### config.mk
export PLATFORM = sky130hd
export DESIGN_NAME = sha256_msg_sched
export DESIGN_NICKNAME = d
export VERILOG_FILES = /design/src/rtl/sha256_msg_sched.sv
export SDC_FILE = /design/constraint.sdc
export NUM_CORES = 1
export LEC_CHECK = 0
export ABC_AREA = 1
export CAP_MARGIN = 10
export CORE_MARGIN = 3
export CORE_UTILIZATION = 45
export DETAILED_ROUTE_END_ITERATION = 12
export SLEW_MARGIN = 10
export SYNTH_ARGS = -nofsm -noshare
export SYNTH_HDL_FRONTEND = slang
export SYNTH_SLANG_ARGS = --single-unit
### constraint.sdc
create_clock -name clock -period 8.95 [get_ports clock]
set_input_delay 1.79 -clock clock [delete_from_list [all_inputs] [get_ports clock]]
set_output_delay 1.79 -clock clock [all_outputs]
set_load 0.01 [all_outputs]
### src/rtl/sha256_msg_sched.sv
// SHA-256 message schedule: loads W0..W15, then emits W0..W63 from a sliding window.
// Optional ctrl_abort input is enabled by defining MSG_SCHED_ABORT_EN.
module sha256_msg_sched #(
    parameter int WORDS_IN  = 16,
    parameter int WORDS_OUT = 64
) (
    input  logic        clock,
    input  logic        reset_n,
    input  logic        ctrl_start,
`ifdef MSG_SCHED_ABORT_EN
    input  logic        ctrl_abort,
`endif
    input  logic [31:0] data_in,
    input  logic        data_in_valid,
    output logic        data_in_ready,
    output logic [31:0] data_out,
    output logic [5:0]  data_out_index,
    output logic        data_out_valid,
    input  logic        data_out_ready,
    output logic        ctrl_busy,
    output logic        ctrl_done
);

    typedef enum logic [1:0] {
        S_IDLE,
        S_LOAD,
        S_EMIT,
        S_DONE
    } state_e;

    state_e      state_q, state_d;
    logic [31:0] win_q [16];
    logic [31:0] win_d [16];
    logic [4:0]  load_cnt_q, load_cnt_d;
    logic [5:0]  t_q, t_d;
    logic [31:0] w_new;

    function automatic logic [31:0] sig0(input logic [31:0] x);
        return {x[6:0], x[31:7]} ^ {x[17:0], x[31:18]} ^ {3'b000, x[31:3]};
    endfunction

    function automatic logic [31:0] sig1(input logic [31:0] x);
        return {x[16:0], x[31:17]} ^ {x[18:0], x[31:19]} ^ {10'd0, x[31:10]};
    endfunction

    // Next schedule word from the window W[t..t+15] -> W[t+16]
    assign w_new = sig1(win_q[14]) + win_q[9] + sig0(win_q[1]) + win_q[0];

    assign data_out       = (state_q == S_EMIT) ? win_q[0] : 32'd0;
    assign data_out_index = (state_q == S_EMIT) ? t_q : 6'd0;

    always_comb begin
        state_d        = state_q;
        load_cnt_d     = load_cnt_q;
        t_d            = t_q;
        for (int i = 0; i < 16; i++) begin
            win_d[i] = win_q[i];
        end
        data_in_ready  = 1'b0;
        data_out_valid = 1'b0;
        ctrl_busy      = 1'b0;
        ctrl_done      = 1'b0;

        unique case (state_q)
            S_IDLE: begin
                if (ctrl_start) begin
                    state_d    = S_LOAD;
                    load_cnt_d = 5'd0;
                end
            end
            S_LOAD: begin
                data_in_ready = 1'b1;
                ctrl_busy     = 1'b1;
                if (data_in_valid) begin
                    win_d[load_cnt_q[3:0]] = data_in;
                    load_cnt_d = load_cnt_q + 5'd1;
                    if (load_cnt_q == 5'(WORDS_IN - 1)) begin
                        state_d = S_EMIT;
                        t_d     = 6'd0;
                    end
                end
            end
            S_EMIT: begin
                data_out_valid = 1'b1;
                ctrl_busy      = 1'b1;
                if (data_out_ready) begin
                    for (int i = 0; i < 15; i++) begin
                        win_d[i] = win_q[i + 1];
                    end
                    win_d[15] = w_new;
                    t_d       = t_q + 6'd1;
                    if (t_q == 6'(WORDS_OUT - 1)) begin
                        state_d = S_DONE;
                    end
                end
            end
            S_DONE: begin
                ctrl_done = 1'b1;
                state_d   = S_IDLE;
            end
        endcase

`ifdef MSG_SCHED_ABORT_EN
        // Abort wins over any handshake in the same cycle
        if (ctrl_abort && (state_q == S_LOAD || state_q == S_EMIT)) begin
            state_d    = S_IDLE;
            load_cnt_d = 5'd0;
            t_d        = 6'd0;
        end
`endif
    end

    always_ff @(posedge clock) begin
        if (!reset_n) begin
            state_q    <= S_IDLE;
            load_cnt_q <= 5'd0;
            t_q        <= 6'd0;
            for (int i = 0; i < 16; i++) begin
                win_q[i] <= 32'd0;
            end
        end else begin
            state_q    <= state_d;
            load_cnt_q <= load_cnt_d;
            t_q        <= t_d;
            for (int i = 0; i < 16; i++) begin
                win_q[i] <= win_d[i];
            end
        end
    end

endmodule

==> results of run 1 <==
## routing by layer
layer | up-vias | track usage, % | share of wire (%)
li1 | 11370 | - | -
met1 | 11220 | 38.31 | 45
met2 | 722 | 45.21 | 46
met3 | 158 | 4.037 | 6.0
met4 | 0 | 10.26 | 3.7
met5 | - | 0 | 0
## state kept, by name (all words and copies together) (netlist names)
name / flops
load_cnt_q: 5
state_q: 2
t_q: 6
win_q: 512
## cells by family (layout without fill, tap and decap cells)
logic type | Yosys count | count (layout) | share of synthesized area [%]
AOI/OAI and AO/OA | 1470 | 1470 | 30.98
buffers and inverters | 736 | 683 | 10.82
DFF | 525 | 525 | 39.78
and+or+nand+nor | 479 | 479 | 7.331
xor gates and xnor gates | 133 | 133 | 4.409
adders and majority gates | 104 | 104 | 6.687
other | 0 | 1 | 0
## how the worst max path moves through the flow
stage | endpoint | slack [ns] | cells after the start
floorplan | data_out[10] | 5.33 | 8
global placement | win_q[1][241] | 4.22 | 7
detailed placement | win_q[1][246] | 4.14 | 7
CTS | data_out[31] | 3.60 | 6
global route | data_out[31] | 3.41 | 6
finish | data_out[31] | 3.62 | 6
## worst register-to-register path, stage by stage (launching register included)
cell and delay, ns:
dfxtp_1 0.34, inv_1 0.15, ha_4 0.76, buf_12 0.78
buf_4 1.01, nor2_1 0.13, buf_4 0.25, a21oi_1 0.48
a21oi_1 0.14
## synthesized netlist by cell type (all sizes together), types with 41 or more instances
cell type	instances
a21oi	821
dfxtp	525
buf	63
xnor2	56
clkbuf	207
fa	62
nand2	319
xor2	77
o21ai	434
nor2	90
ha	42
inv	466
a211oi	192
nand3	41
## stage by stage
step                      total power, uW  setup WS, ns
after global placement               7852         4.223
after detailed placement             7891         4.145
after global routing                11030         3.413
after floorplan                      6365         5.333
after CTS                           10340         3.602
final                               10330         3.618
## layout by cell type, fill, tap and decap left out, types with 2 or more instances in the layout
| cell | count |
|---|---|
| a31oi_1 | 11 |
| inv_1 | 451 |
| a211oi_2 | 59 |
| nand3b_1 | 3 |
| bufinv_16 | 6 |
| clkinvlp_4 | 2 |
| nand4_1 | 5 |
| clkinv_2 | 15 |
| fa_1 | 62 |
| nand2_4 | 3 |
| xor2_1 | 77 |
| a21o_1 | 2 |
| clkdlybuf4s50_1 | 77 |
| ha_1 | 41 |
| a21oi_1 | 820 |
| nand3_1 | 41 |
| o21ai_0 | 378 |
| xnor2_1 | 56 |
| or2_2 | 3 |
| buf_12 | 2 |
| o31ai_1 | 8 |
| o21ai_1 | 56 |
| dfxtp_1 | 525 |
| nor2_1 | 87 |
| inv_2 | 14 |
| nand2_1 | 315 |
| clkbuf_1 | 10 |
| clkbuf_8 | 7 |
| clkbuf_16 | 57 |
| buf_4 | 32 |
| inv_6 | 5 |
| nor3_1 | 13 |
| nor2_2 | 3 |
| and2_1 | 4 |
| a211oi_1 | 133 |
## power by group
part	switching [uW]	leakage [uW]	internal [uW]	total, uW
logic	3070	0.00714	1480	4540
registers	534	0.00426	2840	3370
clock network	1000	0.000945	1410	2410
total	4610	0.0123	5720	10300
## final cells by class
type | instances | area [um2] | area share, %
Timing Repair Buffer | 113 | 1094 | 3.733
Clock inverter | 30 | 342.8 | 1.170
Inverter | 466 | 1752 | 5.979
Multi-Input combinational cell | 2186 | 13080 | 44.64
Tap cell | 765 | 957.2 | 3.267
Antenna cell | 1 | 2.502 | 0.008542
Sequential cell | 525 | 10510 | 35.87
Clock buffer | 74 | 1560 | 5.326
==> results_dict.tcl, run 1 <==
set metrics [dict create \
    yosys.area.top_type_share_pct 39.78 \
    wirelength_mm 87.59 \
    ys_types 35 \
    worst-path-buf-inv 4 \
    syn-num-nets 3588 \
    cp_top_family "buffers and inverters" \
    die_w_um 248.3 \
    stdcell_area_um2 29300 \
    ctsResizeCount 0 \
    r2r_slack_ns 4.74 \
    postCtsSetupBuffers 0 \
    vdd_drop_max_mv 0.2323 \
    whs_ns 0.4571 \
    rsz0062_at_grt "false" \
    postLayoutCoreUtil_pct 50.59 \
    grt_overflow 0 \
    final_nets 3490 \
    drc_errors 0 \
    cts_tree "built" \
    synth_cells 3447 \
    dieHeight_um 248.3 \
    cp_max_fo 203 \
    syn_area_per_cell_um2 7.665 \
    drive_gt1_share_pct 6.394 \
    power.leakage_uw 0.01234 \
    slowest_stage "ha_4" \
    initial_core_util_pct 45.62 \
    postPlaceCellArea_um2 27360 \
    synth_top_cell_by_area "dfxtp_1" \
    cts_buffers 57 \
    power_density_nw_per_um2 352.5 \
    final-hold-violation-count 0 \
    setup_viol 0 \
    crit_start "state_q[0]" \
    synth_edf_count 0 \
    final.setup.tns_ns 0 \
    timing.max_cap.violations 0 \
    worst-setup-path-type "reg2out" \
    final_cells 4160 \
    n_fill_cell 5646 \
    grt_pass1_wl_mm 133.6 \
    max_stage_delay_ns 0.76 \
    htreeDepth 2 \
    cp_cell_sequence "inv_1 -> ha_4 -> buf_12 -> nand2_1 -> inv_1 -> clkdlybuf4s50_1" \
    worst_pin_slew_ns 1.222 \
    syn_area_um2 26420 \
    worstReg2RegEnd "win_q[0][51]" \
    outcome "finished, final reports clean" \
    cp.arrival_ns 3.54 \
    synth.area.top_cells "dfxtp_1, a21oi_1, o21ai_0, inv_1, fa_1" \
    grt_max_degree 204 \
    portBuffers 78 \
    ys.warnings.count 0 \
    clk_root_buffer_cell "clkbuf_16" \
    antenna_found_initial 0 \
    globalplace.congestion 0.9699 \
    die_area_um2 61660 \
    fmax_mhz 187.5 \
    first_global_vias 21880 \
    skew_ns 0.03079 \
    drtIter0Drc 1885 \
    min_to "win_q[1][151]" \
    hp-class "reg2reg" \
    firstDrtPassIters 6 \
    viasPerCell 5.641 \
    crit_path_end_kind "output port" \
    ys_async_sr_fraction_pct 0 \
    ys_seq_elements 525 \
    pin_count 79 \
    max_slew_margin_pct 18.52 \
    period_needed_ns 5.332 \
    rr_startpoint "state_q[0]" \
    worstSetupStartpointType "register" \
    synth.yosys.seq_area_share_pct 39.78 \
    area_delta_synth_final_pct 10.88 \
    cts_sinks 525 \
    crit_top_cell "inv_1" \
    cts_hold_buf 0 \
    hold_start "win_q[1][151]" \
    finalMaxSlewViolations 0 \
    core_um2 57920 \
    fin_crit_sh_pct 59.58 \
    rr_worst_depth 8 \
    holdPathStages 2 \
    cp_data_required_time_ns 7.16 \
    ant_nets 0 \
    grt.total_usage_pct 28.05 \
    cts_max_path_buffers 3 \
    routedWlPerCell_um 21.05 \
    place_inst 4054 \
    row_count 88 \
    clk_latency_ns 0.63 \
    hpwlAfterDp_mm 58.64 \
    vias 23470 \
    clk_pin_slew_ns 0.06 \
    synth-main-ff-cell "dfxtp_1" \
]
Note: power is estimated with default switching activity, not from simulation.
==> inputs of run 2 (changes only) <==
- clock period: 8.95 -> 5.6 ns (I/O delays scaled with it)
==> results_dict.tcl, run 2 (same netlist as run 1, synthesis figures left out) <==
set metrics [dict create \
    cp_data_required_time_ns 6.15 \
    final.setup.tns_ns 0 \
    final_nets 3485 \
    max_stage_delay_ns 0.71 \
    antenna_cells 0 \
    whs_ns 0.4566 \
    rsz0062_at_grt "false" \
    routedWlPerCell_um 21.89 \
    timing.max_cap.violations 0 \
    initial_core_util_pct 45.62 \
    power_density_nw_per_um2 569.2 \
    final_cell_mix "a21oi_1, dfxtp_1, inv_1" \
    finalMaxSlewViolations 0 \
    r2r_slack_ns 1.21 \
    first_global_vias 22230 \
    cp_max_fo 5 \
    vdd_drop_max_mv 0.4072 \
    postCtsSetupBuffers 0 \
    portBuffers 78 \
    dieHeight_um 248.3 \
    hpwlAfterDp_mm 62.59 \
    largest_reg_flops 512 \
    skew_ns 0.02775 \
    core_um2 57920 \
    slowest_stage "dfxtp_1" \
    cts_tree "built" \
    ctsResizeCount 0 \
    final_common_cell "a21oi_1" \
    regMostFlops "win_q" \
    vias 23590 \
    drive_gt1_share_pct 6.375 \
    p_int_uw 9362 \
    switching_share_pct 44.04 \
    reg.largest.list "win_q: 512 flops, t_q: 6 flops, load_cnt_q: 5 flops" \
    stdcell_area_um2 29390 \
    drc_errors 0 \
    power_uw 16730 \
    postPlaceCellArea_um2 27360 \
    worstSetupStartpointType "register" \
    fin_crit_sh_pct 78.45 \
    worst-setup-path-type "reg2reg" \
    worst_pin_slew_ns 1.217 \
    p_comb_share_pct 43.4 \
    ant_nets 0 \
    clk_root_buffer_cell "clkbuf_16" \
    antenna_found_initial 1 \
    power.clock.fraction_pct 24.4 \
    cts_buffers 57 \
    outcome "finished, final reports clean" \
    period_needed_ns 4.393 \
    crit_path_end_kind "register" \
    row_count 88 \
    cp.arrival_ns 4.94 \
    p_switching_uw 7369 \
    grt_pass1_wl_mm 138.3 \
    wirelength_mm 90.91 \
    setup_viol 0 \
    globalplace.congestion 0.9747 \
    fmax_mhz 227.6 \
    final-hold-violation-count 0 \
    clk_pin_slew_ns 0.06 \
    viasPerCell 5.679 \
    area_delta_synth_final_pct 11.25 \
    cts_max_path_buffers 3 \
    grt.total_usage_pct 29.16 \
    max_slew_margin_pct 18.85 \
    grt_overflow 0 \
    clk_latency_ns 0.63 \
    hp-class "reg2reg" \
    power.leakage_uw 0.01236 \
    pin_count 79 \
    htreeDepth 2 \
    crit_top_cell "inv_1" \
    die_area_um2 61660 \
    cp_cell_sequence "xnor2_1 -> xor2_1 -> inv_1 -> fa_1 -> inv_1 -> fa_1 -> inv_1 -> ha_1 -> nand2_1 -> inv_1 -> nand2_1 -> nor2_1 -> nand4_1 -> nand4_1 -> nand3_1 -> a21oi_1" \
    firstDrtPassIters 5 \
    drtIter0Drc 1938 \
    cts_sinks 525 \
    power_frac_seq_pct 32.2 \
    die_w_um 248.3 \
    grt_max_degree 224 \
    cts_hold_buf 0 \
]
[run 2: per-stage QoR]
step                      setup WS, ns  utilization, %  instances
final                            1.207           50.75       4153
after global routing             1.121           50.75       4153
after CTS                        1.284           50.75       4153
after detailed placement         1.289           47.24       4050
after global placement           1.224           47.23       4049
after floorplan                  2.293               -       3447
[run 2: cell type report]
class,instances,area (um2)
Sequential cell,525,10510
Inverter,466,1753
Tap cell,765,957.2
Fill cell,5693,28520
Timing Repair Buffer,108,1049
Clock buffer,81,1658
Multi-Input combinational cell,2186,13090
Clock inverter,22,374.1
[run 2: worst max-delay path: cells and delay by family, from the launching register on]
kind	cells	cell delay [ns]
fa+ha+maj	3	1.44
xor+xnor	2	0.38
compound gates	1	0.21
flops	1	0.71
simple gates	6	1.29
buf+inv	4	0.29
[run 2: worst paths after layout]
path              cells after the start          start       endpoint
hold reg to reg                       2  win_q[1][151]  win_q[1][151]
setup reg to reg                     16   win_q[0][54]  win_q[1][245]
hold / removal                        2  win_q[1][151]  win_q[1][151]
setup / recovery                     16   win_q[0][54]  win_q[1][245]
[run 2: layer usage]
| metal | vias to the layer above | wire, um | global-route usage, % |
|---|---|---|---|
| met1 | 11390 | 40220 | 39.19 |
| met3 | 150 | 5706 | 4.822 |
| met2 | 689 | 41590 | 47.29 |
| li1 | 11360 | - | - |
| met4 | 2 | 3380 | 10.68 |
| met5 | - | 13 | 0 |
[run 2: power by group through the flow]
| stage | clock network, uW | registers [uW] | logic (uW) |
|---|---|---|---|
| 3_5_place_dp | 0 | 5430 | 7210 |
| 5_1_grt | 4290 | 5450 | 8150 |
| 2_1_floorplan | 0 | 4990 | 5190 |
| 6_report | 4090 | 5390 | 7260 |
| 4_1_cts | 4150 | 5360 | 7280 |
| 3_3_place_gp | 0 | 5410 | 7220 |
